$ cat config.mk
export PLATFORM = sky130hd
export DESIGN_NAME = uart_tx_arbiter
export DESIGN_NICKNAME = d
export VERILOG_FILES = /design/src/rtl/uart_tx_arbiter.sv
export SDC_FILE = /design/constraint.sdc
export NUM_CORES = 1
export LEC_CHECK = 0
export CAP_MARGIN = 20
export CORE_MARGIN = 4
export CORE_UTILIZATION = 45
export CTS_BUF_LIST = sky130_fd_sc_hd__clkbuf_8
export CTS_CLUSTER_DIAMETER = 40
export DETAILED_ROUTE_END_ITERATION = 7
export PLACE_DENSITY = 0.9
export SLEW_MARGIN = 20
export SYNTH_ARGS = -nofsm -noshare
export SYNTH_HDL_FRONTEND = slang
export SYNTH_SLANG_ARGS = --single-unit
$ cat constraint.sdc
create_clock -name clk -period 2.1 [get_ports clk]
set_clock_uncertainty 0.1 [all_clocks]
set_input_delay 0.63 -clock clk [delete_from_list [all_inputs] [get_ports clk]]
set_output_delay 0.63 -clock clk [all_outputs]
set_load 0.005 [all_outputs]
$ cat src/rtl/uart_tx_arbiter.sv
// uart_tx_arbiter: round-robin scheduler sharing one uart_tx between N byte requesters.
//
// Ports:
//   clk          clock shared with uart_tx
//   rst          asynchronous active-low reset
//   req          per-requester level request, held with its data until ack
//   req_data     packed request bytes, requester i at [8*i+7:8*i]
//   ack          one-cycle pulse: byte from requester i has been latched
//   tx_data      byte presented to uart_tx, stable from grant to end of BUSY
//   tx_start     one-cycle start pulse to uart_tx
//   tx_done      completion pulse from uart_tx (only honoured in BUSY)
//   grant_id     index of the current or last granted requester
//   busy         high whenever the scheduler is not idle
//   sent         one-cycle pulse when tx_done is accepted
//   timeout_err  one-cycle pulse when the watchdog aborts a transfer
module uart_tx_arbiter #(
    parameter int unsigned N          = 4,
    parameter int unsigned TIMEOUT    = 4096,
    parameter int unsigned GAP_CYCLES = 2
) (
    input  logic                 clk,
    input  logic                 rst,
    input  logic [N-1:0]         req,
    input  logic [8*N-1:0]       req_data,
    output logic [N-1:0]         ack,
    output logic [7:0]           tx_data,
    output logic                 tx_start,
    input  logic                 tx_done,
    output logic [$clog2(N)-1:0] grant_id,
    output logic                 busy,
    output logic                 sent,
    output logic                 timeout_err
);

    localparam int unsigned IdW = $clog2(N);
    localparam logic [15:0] ToLast  = 16'(TIMEOUT - 1);
    // Only used when GAP_CYCLES > 0.
    localparam logic [15:0] GapLast = 16'(GAP_CYCLES - 1);

    typedef enum logic [1:0] {StIdle, StStart, StBusy, StGap} state_e;

    state_e           state_q, state_d;
    logic [15:0]      cnt_q, cnt_d;
    logic [IdW-1:0]   last_q, last_d;
    logic [IdW-1:0]   grant_q, grant_d;
    logic [7:0]       tx_data_q, tx_data_d;
    logic [N-1:0]     ack_q, ack_d;
    logic             tx_start_q, tx_start_d;
    logic             busy_q, busy_d;
    logic             sent_q, sent_d;
    logic             terr_q, terr_d;
    logic [IdW-1:0]   winner;

    // Round-robin search upward from last+1. Walking the offsets from the far end
    // down lets the nearest requesting index overwrite the farther ones.
    always_comb begin
        int idx;
        winner = last_q;
        for (int off = int'(N); off >= 1; off--) begin
            idx = int'(last_q) + off;
            if (idx >= int'(N)) begin
                idx = idx - int'(N);
            end
            if (req[idx]) begin
                winner = IdW'(idx);
            end
        end
    end

    always_comb begin
        state_d   = state_q;
        cnt_d     = cnt_q;
        last_d    = last_q;
        grant_d   = grant_q;
        tx_data_d = tx_data_q;
        ack_d     = '0;
        sent_d    = 1'b0;
        terr_d    = 1'b0;

        case (state_q)
            StIdle: begin
                if (|req) begin
                    tx_data_d     = req_data[8*winner +: 8];
                    ack_d[winner] = 1'b1;
                    grant_d       = winner;
                    last_d        = winner;
                    state_d       = StStart;
                end
            end
            StStart: begin
                cnt_d   = '0;
                state_d = StBusy;
            end
            StBusy: begin
                // tx_done wins over a watchdog expiry on the same cycle.
                if (tx_done || (cnt_q == ToLast)) begin
                    sent_d  = tx_done;
                    terr_d  = !tx_done;
                    cnt_d   = '0;
                    state_d = (GAP_CYCLES == 0) ? StIdle : StGap;
                end else begin
                    cnt_d = cnt_q + 16'd1;
                end
            end
            StGap: begin
                if (cnt_q == GapLast) begin
                    cnt_d   = '0;
                    state_d = StIdle;
                end else begin
                    cnt_d = cnt_q + 16'd1;
                end
            end
            default: begin
                state_d = StIdle;
            end
        endcase

        // Registered decodes of the next state keep busy/tx_start free of req paths.
        busy_d     = (state_d != StIdle);
        tx_start_d = (state_d == StStart);
    end

    always_ff @(posedge clk or negedge rst) begin
        if (!rst) begin
            state_q    <= StIdle;
            cnt_q      <= '0;
            last_q     <= IdW'(N - 1);
            grant_q    <= '0;
            tx_data_q  <= '0;
            ack_q      <= '0;
            tx_start_q <= 1'b0;
            busy_q     <= 1'b0;
            sent_q     <= 1'b0;
            terr_q     <= 1'b0;
        end else begin
            state_q    <= state_d;
            cnt_q      <= cnt_d;
            last_q     <= last_d;
            grant_q    <= grant_d;
            tx_data_q  <= tx_data_d;
            ack_q      <= ack_d;
            tx_start_q <= tx_start_d;
            busy_q     <= busy_d;
            sent_q     <= sent_d;
            terr_q     <= terr_d;
        end
    end

    assign ack         = ack_q;
    assign tx_data     = tx_data_q;
    assign tx_start    = tx_start_q;
    assign grant_id    = grant_q;
    assign busy        = busy_q;
    assign sent        = sent_q;
    assign timeout_err = terr_q;

endmodule
**Word level (Yosys, flattened, before mapping)**

Index checks and enable logic that the tools add are counted.
W data, S select, Z words.

- Add/sub/neg operators: 9
- Order comparisons: 10
- Eq/ne operators: 6
- Shift operators: 1
- Muxes and demuxes: 35
- Reductions and logical operators: 8

Operator list:

| kind | number |
|---|---|
| $lt A32 B4 Y1 const B | 4 |
| $mux W32 | 4 |
| $pmux W16 S3 | 1 |
| $mux W16 | 2 |
| $shiftx A32 B6 Y8 | 1 |
| $add A16 B1 Y16 const B | 1 |
| $eq A16 B1 Y1 const B | 1 |
| $eq A16 B12 Y1 const B | 1 |
| $mux W2 | 7 |
| $mux W1 | 13 |
| $sub A3 B3 Y4 const B | 3 |
| $ge A3 B3 Y1 const B | 3 |
| $bmux W1 S2 | 4 |
| $mux W4 | 2 |
| $pmux W2 S4 | 1 |
| $add A2 B2 Y3 const B | 2 |
| $sub A4 B3 Y5 const B | 1 |
| $add A2 B3 Y4 const B | 1 |
| $eq A2 B1 Y1 const B | 2 |
| $eq A2 B2 Y1 const B | 2 |
| $ge A4 B3 Y1 const B | 1 |
| $reduce_or A4 Y1 | 1 |
| $add A2 B1 Y3 const B | 1 |
| $lt A2 B3 Y1 const B | 1 |
| other kinds (9) | 9 |

- Register bits: 38
- Input bits: 39
- Output and inout bits: 18

**Longest topological paths before layout**

- Depth in word-level cells: 16
- Gate-level depth with buffers: 8

**Worst setup path before layout**

OpenSTA, ideal clock, no wires.

- Path type: reg2reg
- From: register cnt_q[0]
- To: register cnt_q[7]
- Arrival: 1822 ps
- Required time: 1876 ps
- Path slack: 54 ps
- Stages on the path, launching flop included: 7
- Path buffers: 0
- Period minus slack after synthesis: 2046 ps
- Cells stage by stage: dfrtp_1 > ha_1 > nand3_2 > or3_4 > o31ai_4 > a211oi_1 > a211o_1

- Longest elaborated chain between the ends: 4
- Elaborated cells on any way between the ends: 7
- Classes of those cells: add/sub (1); eq/ne (2); mux (3); reduce/logical (1)

RTL lines:

| what | RTL line | source |
|---|---|---|
| from (decl) | 43 | `logic [15:0] cnt_q, cnt_d;` |
| from (signal assigned) | 137 | `cnt_q <= cnt_d;` |
| parallel branches: the longest is 3 deep, another holds $add A16 B1 Y16 | - |  |
| $pmux W16 S3 * | 80 | `case (state_q)` |

Every way passes the cells marked *.
A chain may end at the register's enable or synchronous reset.

**Worst setup path after layout**

- From: register cnt_q[4]
- To: register state_q[0]

- Longest elaborated chain between the ends: 4
- Elaborated cells on any way between the ends: 6
- Classes of those cells: eq/ne (2); mux (3); reduce/logical (1)

RTL lines:

| what | RTL line | source |
|---|---|---|
| $eq A16 B12 Y1 | 96 | `if (tx_done \|\| (cnt_q == ToLast)) begin` |
| $logic_or A1 B1 Y1 | 96 |  |
| $mux W2 | 96 |  |
| $pmux W2 S4 * | 80 |  |
| named net state_d[0] | 42 | `state_e state_q, state_d;` |
| to (signal assigned) | 125 | `state_q <= StIdle;` |
| to (signal assigned) | 136 | `state_q <= state_d;` |
| to (decl) | 42 |  |

The timed path passes the listed nets; every way through them passes the cells marked *.

==> metrics.yaml <==
detailed_routing:
  drc: 0
  wl_per_cell_um: 18.4
  routed_wl_um: 6470
  first_iter_violations: 238
  vias: 2104
  viasPerCell: 5.99
  drtAntennaViolNets: 0
  drt_pass1_iterations: 4
place:
  place_congestion: 0.914
  place_hpwl_um: 4050
  dpl_cell_area_um2: 2860
  port_buffers: 56
  preCtsSetupSlack_ns: -0.363
setup_path:
  crit_type: "reg2reg"
  end_kind: "register"
  critical_path_arrival_ns: 2.22
  cp-start-kind: "register"
  cp_max_fo: 6
  crit_required_ns: 2.23
hold_path:
  holdCritPathClass: "in2async"
logic_synthesis:
  synth_nets: 248
  synth-seq-cells: 38
  synthSimpleGateAreaFrac_pct: 18.8
  synth_area_um2: 2040
  synthAdderAreaFrac_pct: 1.23
  ys_warn_count: 0
  synth_compound_area_share_pct: 19.9
  synth_cell_type_count: 43
  syn_inst: 207
  synth-xor-area-share_pct: 0.859
  synth_top_family_by_area: "compound AO/OA/AOI/OAI gates"
  yosysSeqAreaShare_pct: 46.8
  postSynthAreaPerCell_um2: 9.85
  yosys-mux-area-fraction_pct: 8.84
clock_network:
  cts_root_buffer: "clkbuf_8"
  clockBufferDepth: 2
  htreeDepth: 2
  clk_pin_slew_worst_paths_ns: 0.08
  clock_latency_ns: 0.29
  cts_buffers: 5
  cts_tree: "yes"
  clock_sinks: 38
  hold_buffers: 0
timing:
  finalSetupViolations: 0
  fin_ws_ns: 0.0127
  maxSlewHeadroom_pct: 68.6
  hold_viol: 0
  fin_crit_ns: 2.09
  setup-tns-final_ns: 0
  slew_violations: 0
  fmax_mhz: 479
  period_share_pct: 99.4
  worst_slew_pin_slew_ns: 0.471
pwr:
  intPower_mw: 2.38
  p_leak_nw: 1.44
  p_switching_mw: 1.22
  p_seq_share_pct: 30.2
  combinationalPowerShare_pct: 48.6
  power_frac_clock_pct: 21.2
  powerDensity_nw_per_um2: 1110
  power_mw: 3.60
  irDropWorstVdd_mv: 0.664
  power.share.switching_pct: 34.0
floorplan:
  die_y_um: 75.3
  dieWidth_um: 75.3
  io_pins: 57
  die_area_um2: 5670
  core_area_um2: 4380
  core.rowCount: 24
  start_util_pct: 46.5
grt:
  grt_pass1_vias: 1880
  grt_max_degree: 39
  grt_first_pass_wirelength_um: 8360
  grt_overflow_total: 0
  grt_usage_pct: 19.2
  antenna_found_initial: 0
finish:
  fin_area_um2: 3230
  register_area_um2: 953
  final_core_util_pct: 73.7
  diodes: 0
  multi_input_area_um2: 1140
  nNetsFinal: 339
  fillers: 244
  syn_to_final_growth_pct: 58.6
  final_common_cell: "clkdlybuf4s50_1"
  mostFrequentLayoutCells: "51 x clkdlybuf4s50_1, 36 x dfrtp_1, 32 x buf_4"
  drive_above_1_share_pct: 25.1
flow_run:
  maxCapViolations: 0
outcome:
  status: "finished, final reports clean"
[stage by stage]
stage          hold slack [ns]  std cells
2_1_floorplan            0.234        207
3_3_place_gp             0.370        334
3_5_place_dp             0.371        334
4_1_cts                  0.280        342
5_1_grt                  0.307        351
6_report                 0.274        351
[final timing paths]
path,from,to,slack [ns],cells after the start
max reg2reg,cnt_q[4]$_DFFE_PN0P_,state_q[0]$_DFF_PN0_,0.01,7
min reg2reg,tx_data[3]$_DFFE_PN0P_,tx_data[3]$_DFFE_PN0P_,0.39,2
max in group asynchronous,rst,last_q[1]$_DFFE_PN1P_,1.28,2
min in group clk,tx_data[3]$_DFFE_PN0P_,tx_data[3]$_DFFE_PN0P_,0.39,2
min,rst,cnt_q[2]$_DFFE_PN0P_,0.27,2
max,cnt_q[4]$_DFFE_PN0P_,state_q[0]$_DFF_PN0_,0.01,7
[registers in the layout, summed over array words and instances (netlist names)]
signal       count
cnt_q           16
tx_data          8
ack              4
grant_id         2
last_q           2
state_q          2
busy             1
sent             1
timeout_err      1
tx_start         1
[critical path: stages (launching register included)]
cell and delay (ns):
dfrtp_1 0.46, nand3_2 0.20, or3_4 0.46, o31ai_4 0.33
buf_4 0.17, buf_4 0.09, o211ai_1 0.10, nand2_1 0.11
[synthesized netlist by cell type]
cell type / instances / area, um^2
o21ai_0: 6 / 30.0
ha_1: 2 / 25.0
or3_4: 1 / 11.3
a221oi_1: 2 / 17.5
a211oi_1: 2 / 15.0
and2_1: 1 / 6.26
nor2_1: 13 / 48.8
o31ai_4: 1 / 21.3
nor2b_1: 1 / 6.26
a21oi_2: 1 / 8.76
a211o_1: 3 / 26.3
o22ai_1: 2 / 12.5
nor3b_1: 2 / 15.0
a41o_1: 1 / 10.0
or2_2: 3 / 18.8
o221ai_1: 11 / 96.3
nand3_2: 2 / 20.0
mux2i_1: 18 / 180
a21o_1: 2 / 15.0
a2111oi_0: 2 / 17.5
a21boi_0: 1 / 7.51
nand2_1: 27 / 101
o211ai_1: 2 / 15.0
nor4_1: 5 / 31.3
xor2_1: 2 / 17.5
o31ai_1: 5 / 37.5
nor4_2: 1 / 12.5
nand2b_1: 3 / 18.8
nand4_1: 2 / 12.5
o21ai_1: 5 / 25.0
a22oi_1: 1 / 7.51
a21oi_1: 5 / 25.0
or4_1: 3 / 22.5
and3_1: 2 / 12.5
dfstp_2: 2 / 52.6
clkbuf_1: 4 / 15.0
o311ai_1: 2 / 17.5
dfrtp_1: 36 / 901
or3_1: 1 / 6.26
nand3_1: 7 / 35.0
nor3_1: 1 / 5.00
inv_1: 10 / 37.5
buf_2: 4 / 20.0
[cells by family (layout without fill, tap and decap cells)]
logic type	Yosys count	in the layout
buf+inv	18	110
compound gates	54	54
flops	38	38
mux	18	18
fa+ha+maj	2	2
simple gates	75	75
xor+xnor	2	2
[metal layers]
metal  share of wire [%]  track usage (%)  vias to the layer above  wire [um]
met5                   0                0                        -          0
met4                 2.4             8.54                        0        153
met3                 4.8             3.83                       18        312
met2                  55             32.7                       78       3550
met1                  38             23.4                     1048       2450
li1                    -                -                      960          -
[layout make-up]
cell class	instances	share of cell area [%]
multi-input combinational	151	35.2
sequential	38	29.5
timing repair buffer	92	27.7
clock buffer	6	2.55
tap	52	2.01
clock inverter	2	1.86
inverter	10	1.16
[power groups by stage]
stage,logic (mW),clock network [mW],registers (mW)
final,1.75,0.764,1.09
after global routing,1.87,0.804,1.11
after CTS,1.45,0.777,1.06
after detailed placement,1.43,0,1.07
after global placement,1.37,0,1.07
after floorplan,0.698,0,1.06
[what timing repair did]
| item | 4_1_cts | 5_1_grt |
|---|---|---|
| setup endpoints to repair | 9 | 18 |
| gates resized for setup | 3 | 26 |
| pin swaps | 0 | 5 |
| setup buffers | 0 | 7 |
| cloned | 0 | 2 |
No activity file was read; power rests on OpenSTA's default activity.
==> RTL change 1: new RTL, config.mk and constraints unchanged <==
The parameter `N` goes from 4 to 2.
--- a/src/rtl/uart_tx_arbiter.sv
+++ b/src/rtl/uart_tx_arbiter.sv
@@ -16,3 +16,3 @@
 module uart_tx_arbiter #(
-    parameter int unsigned N          = 4,
+    parameter int unsigned N          = 2,
     parameter int unsigned TIMEOUT    = 4096,
Interface: changed (resized ack, grant_id, req and req_data); port bits go from 57 to 36. No check against the original RTL was run, so the function may have changed too.
==> RTL change 1 against the unedited design <==
The run now ends with negative setup slack left; sequential cell count is 4 lower; core utilization down 0.73 points; first-iteration DRC count fell by 21%; final cell count fell by 22%; critical path depth unchanged; area after synthesis decreased by 21%; setup slack got worse by 0.22 ns; die area shrank 19%; final area fell by 23%; routed wire length down 25%; total power down 18%; highest routed layer unchanged.
==> RTL change 1: results (changes against the unedited design) <==
* Post-synth top cells: dfrtp_1 (33), inv_1 (16), nand2_1 (15) (was dfrtp_1 (36), nand2_1 (27), mux2i_1 (18))
* GR Layer Usage met3 at 4.93% (was 3.83%)
* Largest net degree at the start of global routing at 35 (was 39)
* Area of the multi-input gates at 783 um^2 (was 0.00114 mm^2)
* Synth Area in Compound Gates at 18.9% (was 19.9%)
* Power share of the clock group at 24.8% (was 21.2%)
* Failing checks: negative setup slack
* Fillers at 202 (was 244)
* LEAKAGE at 1.10 nW (was 1.44 nW)
* Synth unique cells at 39 (was 43)
* Vias per inst at 5.91 (was 5.99)
* Worst Tran Pin Value at 0.413 ns (was 0.471 ns)
* Top FF cell, synth: dfrtp_1 (unchanged)
* Setup Viol. Count Final at 19 (was 0)
* Clock-net power at 0.732 mW (was 0.764 mW)
* Share of layout cells above drive strength 1 at 25.9% (was 25.1%)
* #MultiIn Comb at 105 (was 151)
* Setup ws final at -0.203 ns (was 0.0127 ns)
* Final GP Congestion at 0.878 (was 0.914)
* Grt met1 use at 26.4% (was 23.4%)
* Post-synth ARST share at 100% (unchanged)
* WL/cell at 17.6 um (was 18.4 um)
* Largest cells by area after synthesis: dfrtp_1 (51%), a222oi_1 (5.0%), a31oi_1 (3.9%), a21oi_1 (3.7%), inv_1 (3.7%) (was dfrtp_1 (44%), mux2i_1 (8.8%), nand2_1 (5.0%), o221ai_1 (4.7%), dfstp_2 (2.6%))
* Setup TNS at -2.97 ns (was 0 ns)
* Post-place setup slack at -0.203 ns (was -0.363 ns)
* Non-clock buffer share of cell area at 23.5% (was 27.7%)
* Vias in the first global route at 1663 (was 1880)
* Switching Share at 34.3% (was 34.0%)
* Register area share after synthesis at 52.9% (was 46.8%)
* Seq area share at 34.4% (was 29.5%)
* Crit path to: cnt_q[6] (was state_q[0])
* Nets at 250 (was 339)
* Post-detail-place hpwl at 3.09 mm (was 4.05 mm)
* Worst EP arrival at 2.35 ns (was 2.22 ns)
* Met2 WL at 2.57 mm (was 3.55 mm)
* Port buffer count at 35 (was 56)
* Post-Synth Adder-Cell Area at 1.55% (was 1.23%)
* First-pass iteration count of the detailed router at 5 (was 4)
* Synth Area in XOR/XNOR at 1.63% (was 0.859%)
* Met1 WL at 1.88 mm (was 2.45 mm)
* Top class by area: flip-flops and latches (was multi-input gates)
* R2r startpoint: cnt_q[1] (was cnt_q[4])
* DRT iter0 DRCs at 187 (was 238)
* Global-route wire length before repair at 7.67 mm (was 8.36 mm)
* Synthesized net count at 185 (was 248)
* Nonclk buf count at 64 (was 92)
* Clock Buffer Count at 5 (was 6)
* Met3 Wirelength at 214 um (was 312 um)
* Status: finished with violations (was complete, no violations)
* Worst vdd ir at 0.799 mV (was 0.664 mV)
* Non-clock inverter count at 17 (was 10)
* Multiplexer area fraction after synthesis at 0.621% (was 8.84%)
* Hold Crit Class: reg2reg (was in2async)
* Seq cells post-synth at 34 (was 38)
* GRT Resource Usage Total at 22.2% (was 19.2%)
==> RTL change 1: per-stage QoR <==
stage / area, um^2 / instances / utilization, % / hold slack [ns]
global route: 2470 / 274 / 73.0 / 0.449
finish: 2470 / 274 / 73.0 / 0.412
global placement: 2220 / 264 / 65.6 / 0.374
floorplan: 1640 / 162 / - / 0.234
detailed placement: 2220 / 264 / 65.6 / 0.378
CTS: 2400 / 274 / 70.9 / 0.407
==> RTL change 1: worst max-delay path, cell delays in order (launching register included) <==
cell and delay (ns):
dfrtp_1 0.39, inv_2 0.08, ha_4 0.11, or4b_4 0.45, or4_4 0.58, o2bb2ai_4 0.21
a21oi_2 0.17, a31oi_1 0.07
==> RTL change 1: timing repair <==
action,4_1_cts,5_1_grt
pin swaps,0,6
gates cloned,2,0
gates resized for setup,2,14
setup buffers,0,0
endpoints found under the setup margin,16,19
==> RTL change 2: new RTL, same flow settings <==
Without the edit above. Reset style: synchronous (`rst`), changed in one clocked block. Comments in the files are not updated.
--- a/src/rtl/uart_tx_arbiter.sv
+++ b/src/rtl/uart_tx_arbiter.sv
@@ -122,3 +122,3 @@
 
-    always_ff @(posedge clk or negedge rst) begin
+    always_ff @(posedge clk) begin
         if (!rst) begin
Formal check against the unedited RTL: differs if rst is asserted again (counterexample within 4 cycles, from zero or initial values and one cycle with rst low); with rst held inactive, the same outputs for 10 cycles.
==> RTL change 2 against the unedited design <==
Area after synthesis grew 0.25%; final area increased by 6.0%; critical path type unchanged; highest routed layer unchanged; total power down 28%; synthesized cell count grew 23%; clock power down 27%; core utilization grew 4.5 points; first-iteration DRC count is 59% higher; setup slack lost 0.18 ns; the run now ends with negative setup slack left; sequential cell count did not move; routed wire length up 34%; global-route usage is 7.7 points higher.
==> RTL change 2: results (changes against the unedited design) <==
* Status: finished with violations (was complete, no violations)
* Failing checks: negative setup slack
* LEAKAGE at 1.34 nW (was 1.44 nW)
* CTS Buf Count at 5 (unchanged)
* Port buffer count at 56 (unchanged)
* Largest net degree at the start of global routing at 19 (was 39)
* Share of layout cells above drive strength 1 at 31.2% (was 25.1%)
* Register area share after synthesis at 37.2% (was 46.8%)
* Max clock buf depth at 2 (unchanged)
* Syn Area/Cell at 8.01 um^2 (was 9.85 um^2)
* Final GP Congestion at 0.905 (was 0.914)
* Global route total overflow at 0 (unchanged)
* Placed Instances at 394 (was 334)
* Synthesized net count at 296 (was 248)
* Clock Latency Late Sink at 0.31 ns (was 0.29 ns)
* Fillers at 263 (was 244)
* Vias at 2629 (was 2104)
* Post-synth ARST share at 0% (was 100%)
* Worst EP arrival at 2.35 ns (was 2.22 ns)
* Grt met1 use at 32.5% (was 23.4%)
* Routed WL at 8.67 mm (was 6.47 mm)
* Max incr delay on CP at 0.57 ns (was 0.46 ns)
* H-tree Lvls at 2 (unchanged)
* Post-detail-place hpwl at 4.74 mm (was 4.05 mm)
* Clock-pin transition on the worst setup and hold timing paths at 0.08 ns (about the same)
* Post-synth top cells: dfxtp_1 (38), nor2_1 (24), a211oi_1 (16), nand3_1 (16), nand2_1 (15) (was dfrtp_1 (36), nand2_1 (27), mux2i_1 (18))
* Max_slew headroom at 67.3% (was 68.6%)
* Vias in the first global route at 2459 (was 1880)
* GR Layer Usage met3 at 5.54% (was 3.83%)
* Initial antenna violation count at 0 (unchanged)
* GRT Resource Usage Total at 26.9% (was 19.2%)
* Number of flip-flops in the largest register at 16 (unchanged)
* Fin cells at 408 (was 351)
* Met2 usage at 45.8% (was 32.7%)
* Setup ws final at -0.163 ns (was 0.0127 ns)
* Setup TNS at -1.86 ns (was 0 ns)
* Clock root buffer: clkbuf_8 (unchanged)
* Synth warn at 0 (unchanged)
* First-pass iteration count of the detailed router at 5 (was 4)
* Synth unique cells at 42 (was 43)
* Worst vdd ir at 0.527 mV (was 0.664 mV)
* Nets at 396 (was 339)
* Hold Crit Class: reg2reg (was in2async)
* Slowest cell on crit path: or4_4 (was dfrtp_1)
* Setup Viol. Count Final at 16 (was 0)
* Crit Path Max Fanout at 6 (unchanged)
* Largest Register: cnt_q (unchanged)
* DRT iter0 DRCs at 379 (was 238)
* Global-route wire length before repair at 11.7 mm (was 8.36 mm)
* Largest cells by area after synthesis: dfxtp_1 (37%), a211oi_1 (5.9%), nor2_1 (4.4%), nand3_1 (3.9%), nor3b_1 (3.3%) (was dfrtp_1 (44%), mux2i_1 (8.8%), nand2_1 (5.0%), o221ai_1 (4.7%), dfstp_2 (2.6%))
* Critical path's top delay family: simple AND/OR/NAND/NOR gates (unchanged)
[RTL change 2: cell types whose count changed in the layout (fill, tap and decap cells not counted), moves of 7 or more]
| cell | unedited run | this run |
|---|---|---|
| dfrtp_1 | 36 | 0 |
| dfxtp_1 | 0 | 34 |
| mux2i_1 | 15 | 0 |
| a211oi_1 | 1 | 13 |
| nand2_1 | 27 | 15 |
| buf_4 | 32 | 43 |
| nor2_1 | 13 | 23 |
| nand3_1 | 6 | 15 |
| o21ai_2 | 1 | 10 |
| nor3b_1 | 0 | 8 |
| o21a_1 | 0 | 8 |
| o221ai_1 | 7 | 0 |
[RTL change 2: per-stage QoR]
stage | area [um^2] | setup slack [ns]
after floorplan | 2050 | -0.0425
after global placement | 3030 | -0.419
after detailed placement | 3030 | -0.605
after CTS | 3270 | -0.114
after global routing | 3430 | -0.222
final | 3430 | -0.163
[RTL change 2: metal layers]
layer	routed length, um	vias up
met5	0	-
met4	292	0
met3	698	36
met2	4260	185
met1	3430	1268
li1	-	1140
[RTL change 2: kinds of logic after synthesis]
kind of cell / share of synthesized area (%)
adders and majority gates: 1.22
DFF: 37.2
xor gates and xnor gates: 1.29
and+or+nand+nor: 24.2
buffers and inverters: 6.80
AOI/OAI and AO/OA: 29.3
[RTL change 2: final timing paths]
path / start / cells past startpoint / end / slack (ns)
hold / removal: tx_data[4] / 2 / tx_data[4] / 0.39
setup / recovery: cnt_q[14] / 6 / cnt_q[11] / -0.16
hold reg to reg: tx_data[4] / 2 / tx_data[4] / 0.39
setup reg to reg: cnt_q[14] / 6 / cnt_q[11] / -0.16
[RTL change 2: worst reg2reg max path, stage by stage, from the launching register on]
cell and delay (ns):
dfxtp_1 0.32, or4_4 0.57, or4_4 0.52, nor3b_4 0.22, buf_12 0.15, o21bai_1 0.16
a22oi_1 0.11
[RTL change 2: final cells by class]
| cell class | instances | share of cell area (%) |
|---|---|---|
| clock buffer | 6 | 2.41 |
| clock inverter | 2 | 0.365 |
| inverter | 14 | 1.53 |
| multi-input combinational | 186 | 39.6 |
| sequential | 38 | 22.3 |
| tap | 52 | 1.90 |
| timing repair buffer | 110 | 31.9 |
[RTL change 2: where the power goes]
group | leakage (nW) | internal [mW] | switching (mW)
Clock | 0.0472 | 0.264 | 0.294
Combinational | 0.978 | 0.597 | 0.548
Sequential | 0.312 | 0.821 | 0.0688
[RTL change 2: timing repair]
action / in CTS / in global routing
gates resized for setup: 22 / 30
buffers inserted: 2 / 1
setup endpoints to repair: 27 / 26
pin swaps: 20 / 21
cloned: 2 / 1
